## src/rtl/seq_detect_scan.sv

```systemverilog
// Serial pattern detector sampled by a push-button strobe, with a saturating match
// counter and a time-multiplexed digit/select display of history, fill and count.
module seq_detect_scan #(
  parameter int unsigned         PAT_LEN  = 4,
  parameter logic [PAT_LEN-1:0]  PATTERN  = 4'b1100,
  parameter bit                  OVERLAP  = 1'b1,
  parameter int unsigned         HIST_W   = 4,
  parameter int unsigned         CNT_W    = 4,
  parameter int unsigned         SCAN_DIV = 100000
) (
  input  logic              clk,
  input  logic              rst,
  input  logic              button,
  input  logic              sw,
  input  logic              clr,
  output logic              match,
  output logic [HIST_W-1:0] hist,
  output logic [CNT_W-1:0]  count,
  output logic [3:0]        D,
  output logic [2:0]        AN
);

  localparam int unsigned DIV_W     = $clog2(SCAN_DIV);
  localparam logic [2:0]  FULL      = 3'(PAT_LEN);
  localparam logic [2:0]  FILL_SLOT = 3'(HIST_W);
  localparam logic [2:0]  LAST_SLOT = 3'(HIST_W + 1);

  logic               b1, b2, b3, sample;
  logic [PAT_LEN-1:0] window, window_d;
  logic [PAT_LEN:0]   window_sh;
  logic [HIST_W-1:0]  hist_d;
  logic [HIST_W:0]    hist_sh;
  logic [2:0]         fill, fill_inc, fill_d;
  logic [CNT_W-1:0]   count_d;
  logic               hit;

  logic [DIV_W-1:0]   div;
  logic [2:0]         slot, slot_d;
  logic [3:0]         d_d;
  logic [7:0]         hist_pad;
  logic               tick;

  assign sample    = b2 & ~b3;
  assign window_sh = {window, sw};
  assign hist_sh   = {hist, sw};
  assign fill_inc  = (fill == FULL) ? fill : fill + 3'd1;

  // Match is judged on the post-shift window so it lines up with the sample itself.
  always_comb begin
    window_d = window;
    hist_d   = hist;
    fill_d   = fill;
    count_d  = count;
    hit      = 1'b0;
    if (clr) begin
      window_d = '0;
      hist_d   = '0;
      fill_d   = '0;
      count_d  = '0;
    end else if (sample) begin
      window_d = window_sh[PAT_LEN-1:0];
      hist_d   = hist_sh[HIST_W-1:0];
      hit      = (fill_inc == FULL) && (window_d == PATTERN);
      fill_d   = (hit && !OVERLAP) ? 3'd0 : fill_inc;
      if (hit && (count != '1)) begin
        count_d = count + 1'b1;
      end
    end
  end

  assign tick     = (div == DIV_W'(SCAN_DIV - 1));
  assign hist_pad = 8'(hist);

  always_comb begin
    slot_d = (slot == LAST_SLOT) ? 3'd0 : slot + 3'd1;
    if (slot_d == FILL_SLOT) begin
      d_d = 4'hA + 4'(fill);
    end else if (slot_d == LAST_SLOT) begin
      d_d = 4'(count);
    end else begin
      d_d = {3'b000, hist_pad[slot_d]};
    end
  end

  always_ff @(posedge clk) begin
    if (rst) begin
      b1     <= 1'b0;
      b2     <= 1'b0;
      b3     <= 1'b0;
      window <= '0;
      hist   <= '0;
      fill   <= '0;
      count  <= '0;
      match  <= 1'b0;
      div    <= '0;
      slot   <= '0;
      D      <= '0;
      AN     <= '0;
    end else begin
      b1     <= button;
      b2     <= b1;
      b3     <= b2;
      window <= window_d;
      hist   <= hist_d;
      fill   <= fill_d;
      count  <= count_d;
      match  <= hit;
      div    <= tick ? '0 : div + 1'b1;
      if (tick) begin
        slot <= slot_d;
        D    <= d_d;
        AN   <= slot_d;
      end
    end
  end

endmodule

```

## config.mk

```make
export PLATFORM = sky130hd
export DESIGN_NAME = seq_detect_scan
export DESIGN_NICKNAME = d
export VERILOG_FILES = /design/src/rtl/seq_detect_scan.sv
export SDC_FILE = /design/constraint.sdc
export NUM_CORES = 1
export LEC_CHECK = 0
export CAP_MARGIN = 15
export CORE_AREA = 3 3 65 67
export DETAILED_ROUTE_END_ITERATION = 8
export DIE_AREA = 0 0 68 70
export PLACE_DENSITY_LB_ADDON = 0.12
export SLEW_MARGIN = 20
export SYNTH_ARGS = -nofsm -noshare
export SYNTH_HDL_FRONTEND = slang
export SYNTH_SLANG_ARGS = --single-unit
```

## constraint.sdc

```tcl
create_clock -name clk -period 1.85 [get_ports clk]
set_input_delay 0.2775 -clock clk [delete_from_list [all_inputs] [get_ports clk]]
set_output_delay 0.2775 -clock clk [all_outputs]
set_load 0.02 [all_outputs]
```

==> results of run 1 <==
Yosys cell counts (3+ instances only):
cell,number
o22ai_1,3
nor2_1,24
nand2_1,22
a21oi_1,12
clkbuf_1,4
xor2_1,8
nor4_1,4
nand3_1,12
and3_1,6
or3_1,5
a31oi_1,4
mux2i_1,7
nor2b_1,5
ha_1,5
xnor2_1,7
inv_1,6
dfxtp_1,39
nand4_1,7
o21ai_0,3
sequential cells by signal, indices dropped and copies added (netlist names):
register  flops
count         4
hist          4
fill          3
match         1
b2            1
b1            1
div          17
D             4
slot          3
b3            1
layer usage:
metal / vias up / track usage (%) / wire (µm)
li1: 800 / - / -
met5: - / 0 / 0
met1: 750 / 24.1 / 1830
met3: 7 / 5.31 / 256
met4: 0 / 5.96 / 52
met2: 51 / 23.8 / 1620
metrics by stage:
stage                     instance area (µm²)  worst slack [ns]
after floorplan                          1830            0.0108
after global placement                   2150            0.0452
after detailed placement                 2150           -0.0365
after CTS                                2290           0.00976
after global routing                     2310            0.0301
final                                    2310            0.0940
logic make-up (layout without fill, tap and decap cells):
family	Yosys count	in the layout	share of synthesized area (%)
compound gates	27	27	9.14
xor+xnor	15	15	7.22
buf+inv	13	46	3.37
simple gates	104	104	30.1
flops	39	39	42.9
mux	7	7	3.85
fa+ha+maj	5	5	3.44
path summary, 6_finish.rpt:
| check | slack, ns | depth (start not counted) | endpoint |
|---|---|---|---|
| max | 0.09 | 1 | AN[2] |
| min | 0.45 | 1 | b2 |
| max reg2reg | 0.13 | 6 | count[0] |
| min reg2reg | 0.45 | 1 | b2 |
final cells by class:
| type | instances | area, µm² | share of cell area, % |
|---|---|---|---|
| inverters | 6 | 22.5 | 0.975 |
| clock buffers | 6 | 72.6 | 3.14 |
| repair buffers | 32 | 300 | 13.0 |
| multi-input cells | 158 | 1010 | 43.8 |
| flip-flops and latches | 39 | 783 | 33.9 |
| clock inverters | 2 | 60.1 | 2.60 |
| well taps | 48 | 60.1 | 2.60 |
power by group:
part	switching, mW	internal (mW)	leakage (nW)
clock	0.295	0.539	0.0654
combinational	0.0334	0.0303	0.469
sequential	0.00836	0.848	0.316
repair_timing:
item / 4_1_cts / 5_1_grt
setup buffers: 0 / 0
pin swaps: 0 / 2
cloned: 0 / 1
resized for setup: 1 / 5
endpoints found under the setup margin: 2 / 7
==> flow_summary.yaml, run 1 <==
run_status:
  status: "finished, final reports clean"
layout:
  final_common_cell: "dfxtp_1"
  fin_nets: 252
  fillerInstances: 322
  layout.cells.non_filler: 291
  syn_to_final_growth_pct: 26.9
  drive_above_1_share_pct: 11.9
  mostFrequentLayoutCells: "dfxtp_1 (37), nor2_1 (24), nand2_1 (22)"
  fin_util_pct: 62.6
  diodes: 0
routing:
  vias: 1608
  drt-wirelength-per-cell_um: 12.9
  firstDrtPassIters: 4
  drc_errors: 0
  postRouteAntennaNets: 0
  drt-vias-per-instance: 5.53
  first_iter_violations: 126
  wirelength_um: 3750
critical_path:
  arrival_ns: 1.48
  cp_top_family: "buffers and inverters"
  crit_fanout: 9
  cp-start-kind: "flip-flop"
  path_buf_inv: 1
  slowest_stage: "clkdlybuf4s50_1"
  cp.required_ns: 1.57
  crit_type: "reg -> out"
  critPathLaunch: "slot[2]"
  worstSetupEndpointType: "primary output"
  reg2reg_from: "fill[0]"
  path_cells: "clkdlybuf4s50_1"
  max_stage_delay_ns: 0.68
sta:
  rsz0062_at_grt: "no"
  slew_headroom_pct: 68.5
  hold_ws_ns: 0.446
  max_freq_ghz: 0.569
  period_share_pct: 94.9
  setup_viol: 0
  finalCriticalPeriod_ns: 1.76
  tightestPinTransition_ns: 0.472
  final.setup_skew_ns: 0.00860
  hold_violations: 0
  finalSetupTns_ns: 0
  drv_slew: 0
yosys:
  synth-edff-count: 0
  postSynthRegisterBits: 39
  yosysTopAreaCell: "dfxtp_1"
  ys_seq_area_share_pct: 42.9
  yosysTopAreaCellShare_pct: 42.9
  avgSynthCellArea_um2: 8.67
  synth_nets: 220
  yosys_warnings: 0
  synthTopCellsByArea: "dfxtp_1 (43%), nor2_1 (4.9%), nand2_1 (4.5%), mux2i_1 (3.8%), xor2_1 (3.8%)"
  netlist_instances: 210
  yosys.cell_types.count: 40
  syn_area_um2: 1820
  synth_async_sr_flop_share_pct: 0
  synthFlopType: "dfxtp_1"
global_routing:
  grt_pass1_vias: 1415
  overflow: 0
  grt_max_degree: 17
  grtUsageTotal_pct: 16.9
  grt_pass1_wl_um: 6300
  antenna_found_initial: 0
cts:
  cts_tree: "done"
  numClockSinks: 39
  cts_hold_buf: 0
  clk_pin_slew_worst_paths_ns: 0.07
  cts_root_buffer: "clkbuf_8"
  clock_latency_ns: 0.29
  clk_path_buf_depth: 2
  cts_buffers: 5
  htree_levels: 2
flow_run:
  drv_cap: 0
worst_hold_path:
  hold_path.startpoint: "b1"
  worstHoldPathType: "reg -> reg"
floorplanning:
  floorplan.die.height_um: 70
  coreArea_um2: 3690
  die_area_um2: 4760
  io_pins: 21
  start_util_pct: 49.4
  fp-row-count: 22
  die_x_um: 68
power_and_ir_drop:
  power_mw: 1.75
  power.density_nw_per_um2: 759
  power_leakage_nw: 0.851
  ir_worst_vdd_v: 0.000406
placed_design:
  gp_congestion: 0.795
  io_buffers: 20
  dp_hpwl_um: 2800
  dp.cells: 282
(Power assumes the default switching activity.)
==> run 2, diff against run 1 <==
- REMOVE_ABC_BUFFERS: unset -> 1
- SLEW_MARGIN: 20 -> 10
==> run 2 against run 1 <==
Against the previous run: clock power decreased by 39%; clock skew decreased by 0.0051 ns; largest power group unchanged; global-route usage increased by 0.71 points; first-iteration DRC count decreased by 23%; wire length increased by 2.5%; die area unchanged; worst hold slack improved by 0.0031 ns; sequential cell count unchanged; cell count unchanged.
==> flow_summary.yaml, run 2 (synthesis results as in run 1) <==
run_status:
  status: "finished, final reports clean"
placed_design:
  dp_hpwl_um: 2870
  gp_congestion: 0.818
  dp_slack_ns: 0.0123
  io_buffers: 20
routing:
  wirelength_um: 3850
  postRouteAntennaNets: 0
  drt-wirelength-per-cell_um: 13.2
  first_iter_violations: 97
  firstDrtPassIters: 4
  drc_errors: 0
  drt-vias-per-instance: 5.42
  vias: 1576
critical_path:
  crit_path_end: "count[0]"
  crit_fanout: 7
  reg2reg_from: "fill[1]"
  arrival_ns: 1.94
  cp-start-kind: "flip-flop"
  path_common_cell: "a31oi_1"
  critPathLaunch: "fill[1]"
  r2r_cells: 7
  r2r-end: "count[0]"
  max_stage_delay_ns: 0.45
  slowest_stage: "or3b_2"
  worstSetupEndpointType: "flip-flop"
  crit_type: "reg -> reg"
  r2r_slack_ns: 0.09
  cp.required_ns: 2.03
  path_cells: "inv_2, ha_4, or3b_2, a31oi_1, buf_4, a31oi_1, a41o_1"
cts:
  numClockSinks: 39
  cts_buffers: 5
  cts_root_buffer: "clkbuf_8"
  clock_latency_ns: 0.28
  cts_tree: "done"
  cts_hold_buf: 0
  htree_levels: 2
  clk_path_buf_depth: 2
  clk_pin_slew_worst_paths_ns: 0.07
layout:
  largest_reg_flops: 17
  diodes: 0
  drive_above_1_share_pct: 12.8
  fin_nets: 254
  mostFrequentLayoutCells: "dfxtp_1 (36), nor2_1 (24), nand2_1 (22)"
  fin_util_pct: 61.1
  final_common_cell: "dfxtp_1"
  top_register: "div"
  syn_to_final_growth_pct: 23.8
floorplanning:
  floorplan.die.height_um: 70
  start_util_pct: 49.4
  coreArea_um2: 3690
  io_pins: 21
  fp-row-count: 22
  die_area_um2: 4760
  die_x_um: 68
sta:
  period_share_pct: 95.2
  finalCriticalPeriod_ns: 1.76
  drv_slew: 0
  hold_violations: 0
  final.setup_skew_ns: 0.00350
  slew_headroom_pct: 68.7
  finalWorstSetupSlack_ns: 0.0884
  max_freq_ghz: 0.568
  tightestPinTransition_ns: 0.469
  setup_viol: 0
global_routing:
  antenna_found_initial: 0
  overflow: 0
  grtUsageTotal_pct: 17.6
  grt_pass1_vias: 1521
  grt_pass1_wl_um: 6580
  grt_max_degree: 17
worst_hold_path:
  worstHoldPathType: "reg -> reg"
power_and_ir_drop:
  power.density_nw_per_um2: 635
  ir_worst_vdd_v: 0.000399
  p_clk_share_pct: 35.5
  p_sw_share_pct: 20.9
  p_int_mw: 1.13
  power_leakage_nw: 0.835
  p_comb_share_pct: 4.6
  switching_power_mw: 0.300
  p_seq_share_pct: 59.8
flow_run:
  drv_cap: 0
==> run 2: metrics by stage <==
step                      cell area (µm²)  power, mW  hold WS [ns]  setup TNS (ns)  cells
after floorplan                      1780      0.904         0.347           -7.39    203
after global placement               2140      0.939         0.421               0    283
after CTS                            2220       1.45         0.457               0    289
after detailed placement             2140      0.942         0.444               0    283
final                                2250       1.43         0.449               0    291
after global routing                 2250       1.49         0.476        -0.00487    291
==> run 2: worst min path at each step <==
| stage | cells after the start | slack (ns) | endpoint | from |
|---|---|---|---|---|
| after floorplan | 1 | 0.35 | slot[1] | rst |
| after global placement | 1 | 0.42 | b2 | b1 |
| after detailed placement | 1 | 0.44 | b2 | b1 |
| after CTS | 1 | 0.46 | b2 | b1 |
| after global routing | 1 | 0.48 | b2 | b1 |
| final | 1 | 0.45 | b2 | b1 |
==> run 2: what timing repair did <==
item | 4_1_cts | 5_1_grt
endpoints found under the setup margin | 1 | 8
pin swaps | 0 | 2
gates resized for setup | 1 | 8
buffers inserted | 0 | 1
cloned | 0 | 1
==> run 2: layer usage <==
metal | track usage, % | up-vias | routed length [µm]
li1 | - | 809 | -
met1 | 24.1 | 731 | 1890
met2 | 25.7 | 29 | 1720
met3 | 4.66 | 7 | 172
met4 | 7.73 | 0 | 72
met5 | 0 | - | 0
==> run 2: power by group through the flow <==
stage / Sequential (mW) / Clock (mW) / Combinational (mW)
floorplan: 0.876 / 0 / 0.0282
global placement: 0.875 / 0 / 0.0636
detailed placement: 0.876 / 0 / 0.0660
CTS: 0.857 / 0.526 / 0.0665
global route: 0.858 / 0.554 / 0.0741
finish: 0.857 / 0.508 / 0.0664
==> run 2: layout make-up <==
cell class	count	area [µm²]
Clock buffer	6	72.6
Fill cell	334	1430
Inverter	6	22.5
Multi-Input combinational cell	158	1000
Sequential cell	39	785
Tap cell	48	60.1
Timing Repair Buffer	34	315
==> run 2: critical path, delay by kind of cell, from the launching register on <==
| family | cells | cell delay [ns] |
|---|---|---|
| AOI/OAI and AO/OA | 3 | 0.46 |
| DFF | 1 | 0.36 |
| buffers and inverters | 2 | 0.22 |
| adders and majority gates | 1 | 0.16 |
| and+or+nand+nor | 1 | 0.45 |
